`src/rtl/mem_ctrl_pkg.sv`:
```
// Shared encodings and helpers for the data-SRAM request path: access-size
// codes and the alignment, byte-strobe and store-data replication rules.
package mem_ctrl_pkg;

  localparam logic [1:0] SIZE_B = 2'd0;
  localparam logic [1:0] SIZE_H = 2'd1;
  localparam logic [1:0] SIZE_W = 2'd2;
  localparam logic [1:0] SIZE_D = 2'd3;

  // Tracker entry layout: {wr, cancel}
  localparam int TRK_W = 2;

  // Misaligned when the low address bits are not a multiple of the access size.
  function automatic logic size_ale(input logic [1:0] size, input logic [2:0] addr_lo);
    case (size)
      SIZE_H:  size_ale = addr_lo[0];
      SIZE_W:  size_ale = |addr_lo[1:0];
      SIZE_D:  size_ale = |addr_lo;
      default: size_ale = 1'b0;
    endcase
  endfunction

  // Byte strobes on an 8-lane bus; 32-bit callers pass addr_lo[2]=0 and keep
  // the low four lanes.
  function automatic logic [7:0] size_wstrb(input logic [1:0] size, input logic [2:0] addr_lo);
    case (size)
      SIZE_B:  size_wstrb = 8'h01 << addr_lo;
      SIZE_H:  size_wstrb = 8'h03 << {addr_lo[2:1], 1'b0};
      SIZE_W:  size_wstrb = 8'h0F << {addr_lo[2], 2'b00};
      default: size_wstrb = 8'hFF;
    endcase
  endfunction

  // Replicate the right-justified store datum across every lane so the bus
  // can pick it up at whatever byte offset the strobes select.
  function automatic logic [63:0] size_wdata(input logic [1:0] size, input logic [63:0] data);
    case (size)
      SIZE_B:  size_wdata = {8{data[7:0]}};
      SIZE_H:  size_wdata = {4{data[15:0]}};
      SIZE_W:  size_wdata = {2{data[31:0]}};
      default: size_wdata = data;
    endcase
  endfunction

endpackage

```
`src/rtl/sync_fifo.sv`:
```
// Synchronous FIFO with occupancy count, a clear input that empties it, and a
// broadcast input that sets bit 0 of every stored entry (used as the cancel
// flag by the request tracker). Bit 0 is kept in its own reset flag vector;
// the remaining payload bits are plain storage.
module sync_fifo #(
  parameter int WIDTH = 2,
  parameter int DEPTH = 2,
  localparam int CW = $clog2(DEPTH + 1),
  localparam int PW = (DEPTH > 1) ? $clog2(DEPTH) : 1
) (
  input  logic             clk,
  input  logic             resetn,
  input  logic             push,
  input  logic [WIDTH-1:0] wdata,
  input  logic             pop,
  input  logic             clear,
  input  logic             cancel_all,
  output logic [WIDTH-1:0] rdata,
  output logic             full,
  output logic             empty,
  output logic [CW-1:0]    count
);

  logic [WIDTH-2:0] mem [DEPTH];
  logic [DEPTH-1:0] flag_q;
  logic [PW-1:0]    wptr;
  logic [PW-1:0]    rptr;
  logic             do_push;
  logic             do_pop;

  function automatic logic [PW-1:0] ptr_next(input logic [PW-1:0] p);
    ptr_next = (p == PW'(DEPTH - 1)) ? '0 : p + 1'b1;
  endfunction

  assign full    = (count == CW'(DEPTH));
  assign empty   = (count == '0);
  assign do_pop  = pop & ~empty & ~clear;
  assign do_push = push & ~clear & (~full | do_pop);
  assign rdata   = {mem[rptr], flag_q[rptr]};

  // Pointers, occupancy and per-entry flag bit.
  always_ff @(posedge clk or negedge resetn) begin
    if (!resetn) begin
      wptr   <= '0;
      rptr   <= '0;
      count  <= '0;
      flag_q <= '0;
    end else begin
      if (clear) begin
        wptr  <= '0;
        rptr  <= '0;
        count <= '0;
      end else begin
        if (do_push) wptr <= ptr_next(wptr);
        if (do_pop)  rptr <= ptr_next(rptr);
        if (do_push && !do_pop)      count <= count + 1'b1;
        else if (do_pop && !do_push) count <= count - 1'b1;
      end
      if (cancel_all) flag_q <= '1;
      if (do_push)    flag_q[wptr] <= wdata[0];
    end
  end

  // Payload storage; contents are only meaningful behind a valid count.
  always_ff @(posedge clk) begin
    if (do_push) mem[wptr] <= wdata[WIDTH-1:1];
  end

endmodule

```
`src/rtl/data_sram_req_ctrl.sv`:
```
// Data-SRAM request controller between execute and memory stages. Issues up
// to MAX_OUTST pipelined requests, consumes misaligned requests without bus
// traffic, and on flush tags in-flight requests so their responses are
// discarded while new requests keep issuing against the remaining credit.
module data_sram_req_ctrl
  import mem_ctrl_pkg::*;
#(
  parameter int ADDR_W    = 32,
  parameter int DATA_W    = 32,
  parameter int MAX_OUTST = 2
) (
  input  logic                clk,
  input  logic                resetn,
  input  logic                req_valid,
  output logic                req_ready,
  input  logic                req_wr,
  input  logic [1:0]          req_size,
  input  logic [ADDR_W-1:0]   req_addr,
  input  logic [DATA_W-1:0]   req_wdata,
  output logic                req_ale,
  input  logic                flush,
  output logic                sram_req,
  output logic                sram_wr,
  output logic [1:0]          sram_size,
  output logic [DATA_W/8-1:0] sram_wstrb,
  output logic [ADDR_W-1:0]   sram_addr,
  output logic [DATA_W-1:0]   sram_wdata,
  input  logic                sram_addr_ok,
  input  logic                sram_data_ok,
  input  logic [DATA_W-1:0]   sram_rdata,
  output logic                rsp_valid,
  input  logic                rsp_ready,
  output logic                rsp_wr,
  output logic [DATA_W-1:0]   rsp_rdata,
  output logic                err_unexp
);

  localparam int STRB_W = DATA_W / 8;
  localparam int CW     = $clog2(MAX_OUTST + 1);
  localparam int RSP_W  = 1 + DATA_W;

  logic [2:0]       lane_lo;
  logic [CW:0]      credit;
  logic             full;

  logic             trk_push;
  logic             trk_pop;
  logic [TRK_W-1:0] trk_head;
  logic             trk_full;
  logic             trk_empty;
  logic [CW-1:0]    trk_count;
  logic             head_cancel;

  logic             rsp_push;
  logic             rsp_pop;
  logic [RSP_W-1:0] rsp_head;
  logic             rsp_full;
  logic             rsp_empty;
  logic [CW-1:0]    rsp_count;

  // A 32-bit bus has four lanes, so address bit 2 never selects a lane.
  assign lane_lo = (DATA_W == 64) ? req_addr[2:0] : {1'b0, req_addr[1:0]};

  // Doubleword on a 32-bit bus cannot be carried, so it is reported as misaligned.
  assign req_ale = size_ale(req_size, req_addr[2:0]) | ((req_size == SIZE_D) && (DATA_W != 64));

  // Credit covers both requests awaiting data and responses awaiting pickup,
  // which guarantees a returning response always finds room in the buffer.
  assign credit = {1'b0, trk_count} + {1'b0, rsp_count};
  assign full   = (credit == (CW + 1)'(MAX_OUTST));

  assign sram_req   = req_valid & ~req_ale & ~full & ~flush;
  assign req_ready  = (sram_req & sram_addr_ok) | (req_valid & req_ale & ~flush);
  assign sram_wr    = req_wr;
  assign sram_size  = req_size;
  assign sram_addr  = req_addr;
  assign sram_wstrb = req_wr ? STRB_W'(size_wstrb(req_size, lane_lo)) : '0;
  assign sram_wdata = DATA_W'(size_wdata(req_size, 64'(req_wdata)));

  // A response popped in the flush cycle belongs to the cancelled batch too.
  assign trk_push    = sram_req & sram_addr_ok & ~trk_full;
  assign trk_pop     = sram_data_ok & ~trk_empty;
  assign head_cancel = trk_head[0] | flush;

  assign rsp_push  = trk_pop & ~head_cancel & (~rsp_full | rsp_pop);
  assign rsp_pop   = rsp_valid & rsp_ready;
  assign rsp_valid = ~rsp_empty;
  assign rsp_wr    = rsp_head[RSP_W-1];
  assign rsp_rdata = rsp_head[DATA_W-1:0];

  sync_fifo #(
    .WIDTH (TRK_W),
    .DEPTH (MAX_OUTST)
  ) u_trk (
    .clk        (clk),
    .resetn     (resetn),
    .push       (trk_push),
    .wdata      ({req_wr, 1'b0}),
    .pop        (trk_pop),
    .clear      (1'b0),
    .cancel_all (flush),
    .rdata      (trk_head),
    .full       (trk_full),
    .empty      (trk_empty),
    .count      (trk_count)
  );

  sync_fifo #(
    .WIDTH (RSP_W),
    .DEPTH (MAX_OUTST)
  ) u_rsp (
    .clk        (clk),
    .resetn     (resetn),
    .push       (rsp_push),
    .wdata      ({trk_head[1], sram_rdata}),
    .pop        (rsp_pop),
    .clear      (flush),
    .cancel_all (1'b0),
    .rdata      (rsp_head),
    .full       (rsp_full),
    .empty      (rsp_empty),
    .count      (rsp_count)
  );

  // Sticky flag for a response that arrives with nothing tracked.
  always_ff @(posedge clk or negedge resetn) begin
    if (!resetn)                       err_unexp <= 1'b0;
    else if (sram_data_ok && trk_empty) err_unexp <= 1'b1;
  end

endmodule

```
`config.mk`:
```
export PLATFORM = sky130hd
export DESIGN_NAME = data_sram_req_ctrl
export DESIGN_NICKNAME = d
export VERILOG_FILES = /design/src/rtl/mem_ctrl_pkg.sv /design/src/rtl/sync_fifo.sv /design/src/rtl/data_sram_req_ctrl.sv
export SDC_FILE = /design/constraint.sdc
export NUM_CORES = 1
export LEC_CHECK = 0
export CAP_MARGIN = 20
export CORE_MARGIN = 2
export CORE_UTILIZATION = 35
export DETAILED_ROUTE_END_ITERATION = 10
export DONT_BUFFER_PORTS = 1
export PLACE_DENSITY = 0.48
export SLEW_MARGIN = 10
export SYNTH_ARGS = -nofsm -noshare
export SYNTH_HDL_FRONTEND = slang
export SYNTH_SLANG_ARGS = --single-unit
```
`constraint.sdc`:
```
create_clock -name clk -period 4.6 [get_ports clk]
set_input_delay 0.92 -clock clk [delete_from_list [all_inputs] [get_ports clk]]
set_output_delay 0.92 -clock clk [all_outputs]
set_load 0.01 [all_outputs]
```
==> results of run 1 <==
## through the flow
step                total power [mW]  instance area (sq um)  util, %
floorplan                       1.02                   3850        -
global placement                1.00                   3690     34.2
detailed placement              1.00                   3690     34.2
CTS                             1.59                   3910     36.3
global route                    1.64                   3910     36.3
finish                          1.56                   3910     36.3
## sequential cells by signal, indices dropped and copies added (netlist names), 2 cells and up
| name | flops |
|---|---|
| u_rsp.mem | 64 |
| u_rsp.count | 2 |
| u_rsp.flag_q | 2 |
| u_trk.count | 2 |
| u_trk.flag_q | 2 |
| u_trk.mem | 2 |
## cell type report
class / instances / area [sq um]
clock buffer: 9 / 124
clock inverter: 7 / 103
fill: 1039 / 6880
inverter: 2 / 7.51
multi-input combinational: 138 / 1170
sequential: 79 / 2310
tap: 140 / 175
timing repair buffer: 3 / 22.5
## placed cells by master (no fill, tap or decap), drive strengths merged, types with 4 or more instances in the layout
master	netlist	routed
nand2b	4	4
nor2	13	13
inv	2	5
o21ai	9	9
xor2	4	4
a21oi	5	5
edfxtp	66	66
clkbuf	3	9
mux2i	9	9
nand2	10	10
mux2	52	52
nor2b	5	5
dfrtp	13	13
## cells by family (layout without fill, tap and decap cells)
kind of cell,count (synthesis),in the layout,synth area share (%)
xor+xnor,7,7,1.59
flops,79,79,60.0
fa+ha+maj,3,3,1.17
compound gates,20,20,3.25
simple gates,47,47,6.63
mux,61,61,17.6
buf+inv,55,21,9.82
## synthesized netlist by cell type
master,n
nand3b_1,1
ha_1,2
dfrtp_1,13
nor3b_1,1
nor2_1,12
inv_1,2
nor2b_1,5
nor4_1,1
nor3_1,1
xnor2_1,3
xor2_1,4
fa_1,1
a21o_1,2
or2_1,1
o21ai_2,1
nand2_1,10
a311oi_1,1
mux2i_1,9
nor3b_2,1
edfxtp_1,66
buf_2,5
o21a_1,2
o21ai_1,8
and2_1,3
nor2_2,1
and3_1,2
and3b_1,1
clkbuf_1,3
nand2b_1,4
a21oi_1,5
buf_4,44
buf_1,1
or3_1,1
mux2_1,52
a211oi_2,1
nor3_2,1
or3b_1,1
## metal layers
| metal | wire length, um | global-route usage [%] | part of all wire [%] | vias up |
|---|---|---|---|---|
| met1 | 2510 | 11.8 | 36 | 913 |
| met5 | 0 | 0 | 0 | - |
| met4 | 116 | 4.58 | 1.7 | 0 |
| met2 | 3590 | 20.7 | 51 | 111 |
| li1 | - | - | - | 859 |
| met3 | 798 | 5.92 | 11 | 15 |
## report_power, final
| group | total (mW) | internal (mW) | switching (mW) |
|---|---|---|---|
| clock network | 0.578 | 0.313 | 0.265 |
| registers | 0.843 | 0.808 | 0.0347 |
| logic | 0.140 | 0.0672 | 0.0732 |
| total | 1.56 | 1.19 | 0.373 |
## worst max path at each step
stage,to,slack (ps),cells past startpoint
6_report,req_ready,1550,6
5_1_grt,req_ready,1350,6
4_1_cts,rsp_rdata[19],1490,2
3_5_place_dp,u_rsp.mem[1][27],1670,4
3_3_place_gp,u_rsp.mem[1][27],1700,4
2_1_floorplan,u_rsp.flag_q[1],1470,4
==> flow_metrics.py, run 1 <==
metrics = {
    "status": {
        "run_status": "completed",
    },
    "floorplanning": {
        "fp.dieW_um": 109,
        "initial_core_util_pct": 35.6,
        "die_area_sq_um": 11800,
        "ioPinCount": 215,
        "placeableCoreArea_sq_um": 10800,
        "fp-row-count": 38,
        "die_h_um": 109,
    },
    "cts": {
        "htree_levels": 3,
        "tritoncts.num_buffers": 9,
        "cts.path.max_buffers": 2,
        "clock_pin_transition_on_the_worst_setup_and_hold_timing_paths_ps": 90,
        "tritoncts": "done",
        "cts.repair.resized": 0,
        "clock-root-buffer": "clkbuf_8",
        "cts_hold_repair.buffers": 0,
        "clock-sinks": 79,
        "worstSkewPairLatency_ps": 350,
        "post-cts-setup-buffers": 0,
    },
    "cells_and_area": {
        "nets": 342,
        "antenna-diode-count": 0,
        "stdcell_count": 378,
        "syn_to_final_growth_pct": 1.72,
        "final_layout_size_suffix_gt1_share_pct": 10.1,
    },
    "worst_setup_path": {
        "slowest_stage": "dfrtp_1",
        "cp-end-kind": "output port",
        "cpMostUsedCell": "nor2_1",
        "maximum_fanout_encountered_on_the_critical_timing_path": 6,
        "startpoint": "u_trk.count[0]",
        "worst-endpoint-required_ps": 3680,
        "r2r-end": "u_trk.count[1]",
        "largest_stage_delay_on_the_critical_path_ps": 470,
        "worstPathBufferInverterCount": 0,
        "startpoint_type": "flop",
        "r2r_start": "u_trk.count[0]",
        "reg_to_reg_slack_setup_ps": 1950,
        "critical-path-top-delay-family": "adder cells",
        "r2r_cells": 9,
        "cp_class": "reg -> out",
        "arrival_ps": 2130,
        "path_cells": "ha_1, fa_1, nor3b_1, nor2b_1, nor2_1, nor2_1",
    },
    "logic_synthesis": {
        "ys_types": 37,
        "netlist_top_cells_area": "edfxtp_1, mux2_1, buf_4",
        "synthesized_net_count": 381,
        "library_cell_with_the_largest_summed_area_after_synthesis": "edfxtp_1",
        "yosysWarningCount": 0,
        "post_synth.cell_area_avg_sq_um": 14.1,
        "ys_ff_latch": 79,
        "synth.yosys.seq_area_share_pct": 60.0,
        "syn-instance-count": 272,
        "synth_area_sq_um": 3850,
        "synth_top_area_share_pct": 51.5,
    },
    "sta": {
        "finalHoldViolations": 0,
        "timing.hold.ws_ps": 249,
        "drv_slew": 0,
        "worstMarginPinSlew_ps": 896,
        "finalWorstSetupSlack_ps": 1550,
        "fin_skew_ps": 18.2,
        "unrepaired_setup_endpoints_after_global_routing": "no",
        "fmax_mhz": 328,
        "finalSetupViolations": 0,
        "layout_min_cycle_time_ps": 3050,
        "maxSlewHeadroom_pct": 40.2,
        "post-route-period-util_pct": 66.3,
        "final.setup.tns_ps": 0,
    },
    "place": {
        "io_buffer_count": 0,
        "pre_cts_ws_ps": 1670,
        "placed_cells": 362,
        "dp_hpwl_mm": 5.13,
        "globalplace.congestion": 0.742,
    },
    "global_routing": {
        "grt_usage_pct": 11.8,
        "antenna_violations_before_repair": 0,
        "grt_max_degree": 32,
        "global_route_wire_length_before_repair_mm": 10.1,
        "first_global_vias": 1950,
        "global_route.overflow_total": 0,
    },
    "routing": {
        "final_antenna_net_count": 0,
        "drt_iter0_markers": 49,
        "drt_pass1_iterations": 4,
        "per_cell_via_count_in_the_routed_design": 5.02,
        "drt_drc_violations_left": 0,
        "post_drt_wl_per_cell_um": 18.6,
        "wirelength_mm": 7.02,
        "via_count": 1898,
    },
    "run": {
        "drv.max_cap_violation_count": 0,
    },
    "pwr": {
        "p_per_area_nw_per_um2": 399,
        "power.ir.vdd_worst_mv": 0.168,
        "static-leakage-power_nw": 1.36,
    },
    "worst_hold_path": {
        "hold_path.class": "in -> async",
    },
}
Note: power is estimated with default switching activity, not from simulation.
==> run 2: changes to the inputs <==
clock period = 3.2 ns   (was 4.6 ns; I/O delays follow)
==> run 2 against run 1 <==
  * Via count rose by 1.1%
  * Count of clock-buffer cells in the layout did not move
  * Largest power group unchanged
  * Utilization rose by 0.23 points
  * Critical path depth did not move
  * Worst setup slack got worse by 1100 ps
  * Clock power rose by 29%
  * Sequential share of layout area fell by 0.37 points
  * Global-route usage fell by 0.23 points
==> flow_metrics.py, run 2 (synthesis gave the netlist of run 1 again) <==
metrics = {
    "status": {
        "run_status": "completed",
    },
    "worst_setup_path": {
        "cpMostUsedCell": "nor2_1",
        "worst-endpoint-required_ps": 2560,
        "cp_class": "reg -> out",
        "slowest_stage": "fa_1",
        "path_cells": "ha_1, fa_1, nor3b_1, nor2b_1, nor2_1, nor2_1",
        "maximum_fanout_encountered_on_the_critical_timing_path": 6,
        "arrival_ps": 2110,
        "startpoint_type": "flop",
        "cp-end-kind": "output port",
        "largest_stage_delay_on_the_critical_path_ps": 480,
    },
    "run": {
        "drv.max_cap_violation_count": 0,
    },
    "pwr": {
        "power_frac_comb_pct": 9.7,
        "seqPwrFrac_pct": 55.8,
        "totalPowerFinal_mw": 2.17,
        "pwr-share-clk_pct": 34.4,
        "p_per_area_nw_per_um2": 550,
        "static-leakage-power_nw": 1.35,
        "p_sw_share_pct": 24.7,
        "internal_power_mw": 1.63,
        "power.ir.vdd_worst_mv": 0.223,
        "power_switching_mw": 0.536,
    },
    "cells_and_area": {
        "leading_cell_type_in_the_layout_fill_and_taps_excluded": "edfxtp_1",
        "nets": 343,
        "syn_to_final_growth_pct": 2.37,
        "final_layout_size_suffix_gt1_share_pct": 10.0,
        "stdcell_count": 379,
        "antenna-diode-count": 0,
        "final_cell_mix": "edfxtp_1, mux2_1, dfrtp_1",
        "fillers": 1030,
        "most_flop_heavy_register": "u_rsp.mem",
        "largest_register_ff_count": 64,
    },
    "routing": {
        "per_cell_via_count_in_the_routed_design": 5.06,
        "wirelength_mm": 6.87,
        "via_count": 1918,
        "final_antenna_net_count": 0,
        "drt_iter0_markers": 60,
        "drt_pass1_iterations": 4,
        "drt_drc_violations_left": 0,
        "post_drt_wl_per_cell_um": 18.1,
    },
    "cts": {
        "worstSkewPairLatency_ps": 350,
        "tritoncts.num_buffers": 9,
        "htree_levels": 3,
        "clock_pin_transition_on_the_worst_setup_and_hold_timing_paths_ps": 90,
        "post-cts-setup-buffers": 0,
        "clock-root-buffer": "clkbuf_8",
        "cts.path.max_buffers": 2,
        "cts.repair.resized": 0,
        "clock-sinks": 79,
        "tritoncts": "done",
    },
    "global_routing": {
        "use_met1_pct": 11.7,
        "groute.layer.met3.usage_pct": 5.50,
        "first_global_vias": 1899,
        "global_route_wire_length_before_repair_mm": 9.80,
        "grt_max_degree": 32,
        "global_route.overflow_total": 0,
        "antenna_violations_before_repair": 0,
        "grt_usage_pct": 11.5,
        "groute.layer.met2.usage_pct": 20.0,
        "globalRoute.busiestLayer": "met2",
    },
    "sta": {
        "maxSlewHeadroom_pct": 54.1,
        "finalWorstSetupSlack_ps": 452,
        "fmax_mhz": 364,
        "worstMarginPinSlew_ps": 688,
        "finalSetupViolations": 0,
        "final.setup.tns_ps": 0,
        "fin_skew_ps": 9.35,
        "timing.hold.ws_ps": 344,
        "post-route-period-util_pct": 85.9,
        "layout_min_cycle_time_ps": 2750,
        "drv_slew": 0,
        "finalHoldViolations": 0,
        "unrepaired_setup_endpoints_after_global_routing": "no",
    },
    "floorplanning": {
        "placeableCoreArea_sq_um": 10800,
        "initial_core_util_pct": 35.6,
        "fp-row-count": 38,
        "fp.dieW_um": 109,
        "die_area_sq_um": 11800,
        "ioPinCount": 215,
        "die_h_um": 109,
    },
    "place": {
        "dp_hpwl_mm": 4.96,
        "placed_cells": 362,
        "pre_cts_ws_ps": 589,
        "io_buffer_count": 0,
        "globalplace.congestion": 0.787,
    },
    "worst_hold_path": {
        "hold_path.class": "in -> reg",
    },
}
[run 2: changes by cell type in the layout (fill, tap and decap cells not counted)]
cell and delta:
inv_6 -1, dlygate4sd3_1 +1, clkinvlp_4 +1, clkinv_4 +1, buf_12 +3, bufinv_16 -1, buf_4 -3
[run 2: per-layer routing]
layer	vias up	wire length (um)
li1	862	-
met5	-	0
met4	0	106
met2	110	3570
met1	932	2430
met3	14	759
[run 2: power by group through the flow]
stage | Clock [mW] | Sequential [mW] | Combinational, mW
after global placement | 0 | 1.23 | 0.208
after floorplan | 0 | 1.22 | 0.243
after global routing | 0.826 | 1.22 | 0.234
final | 0.746 | 1.21 | 0.211
after CTS | 0.778 | 1.21 | 0.215
after detailed placement | 0 | 1.23 | 0.210
[run 2: worst paths after layout]
path | start | end | slack [ps] | depth (start not counted)
max in group asynchronous | resetn | u_rsp.flag_q[0] | 2050 | 1
min | flush | u_rsp.rptr | 340 | 1
min in group asynchronous | resetn | err_unexp | 740 | 1
min reg2reg | u_trk.wptr | u_trk.flag_q[1] | 470 | 1
max | u_trk.count[0] | req_ready | 450 | 6
max reg2reg | u_trk.count[0] | u_trk.count[1] | 580 | 9
[run 2: final cells by class]
cell class | instances | area (sq um) | area share [%]
clock buffers | 9 | 124 | 3.14
clock inverters | 7 | 80.1 | 2.03
inverters | 2 | 7.51 | 0.191
multi-input cells | 138 | 1170 | 29.8
flip-flops and latches | 79 | 2310 | 58.6
well taps | 140 | 175 | 4.45
repair buffers | 4 | 70.1 | 1.78
[run 2: through the flow]
step	instance area [sq um]	utilization [%]
after floorplan	3850	-
after global placement	3720	34.5
after detailed placement	3720	34.5
after CTS	3940	36.5
after global routing	3940	36.5
final	3940	36.5
[run 2: critical path, delay by kind of cell, from the launching register on]
| family | cells | cell delay (ps) |
|---|---|---|
| flops | 1 | 460 |
| fa+ha+maj | 2 | 720 |
| simple gates | 4 | 590 |
[run 2: what timing repair did]
action                     4_1_cts  5_1_grt
hold endpoints to repair        13        0
hold buffers                     1        0
setup endpoints to repair        0        0
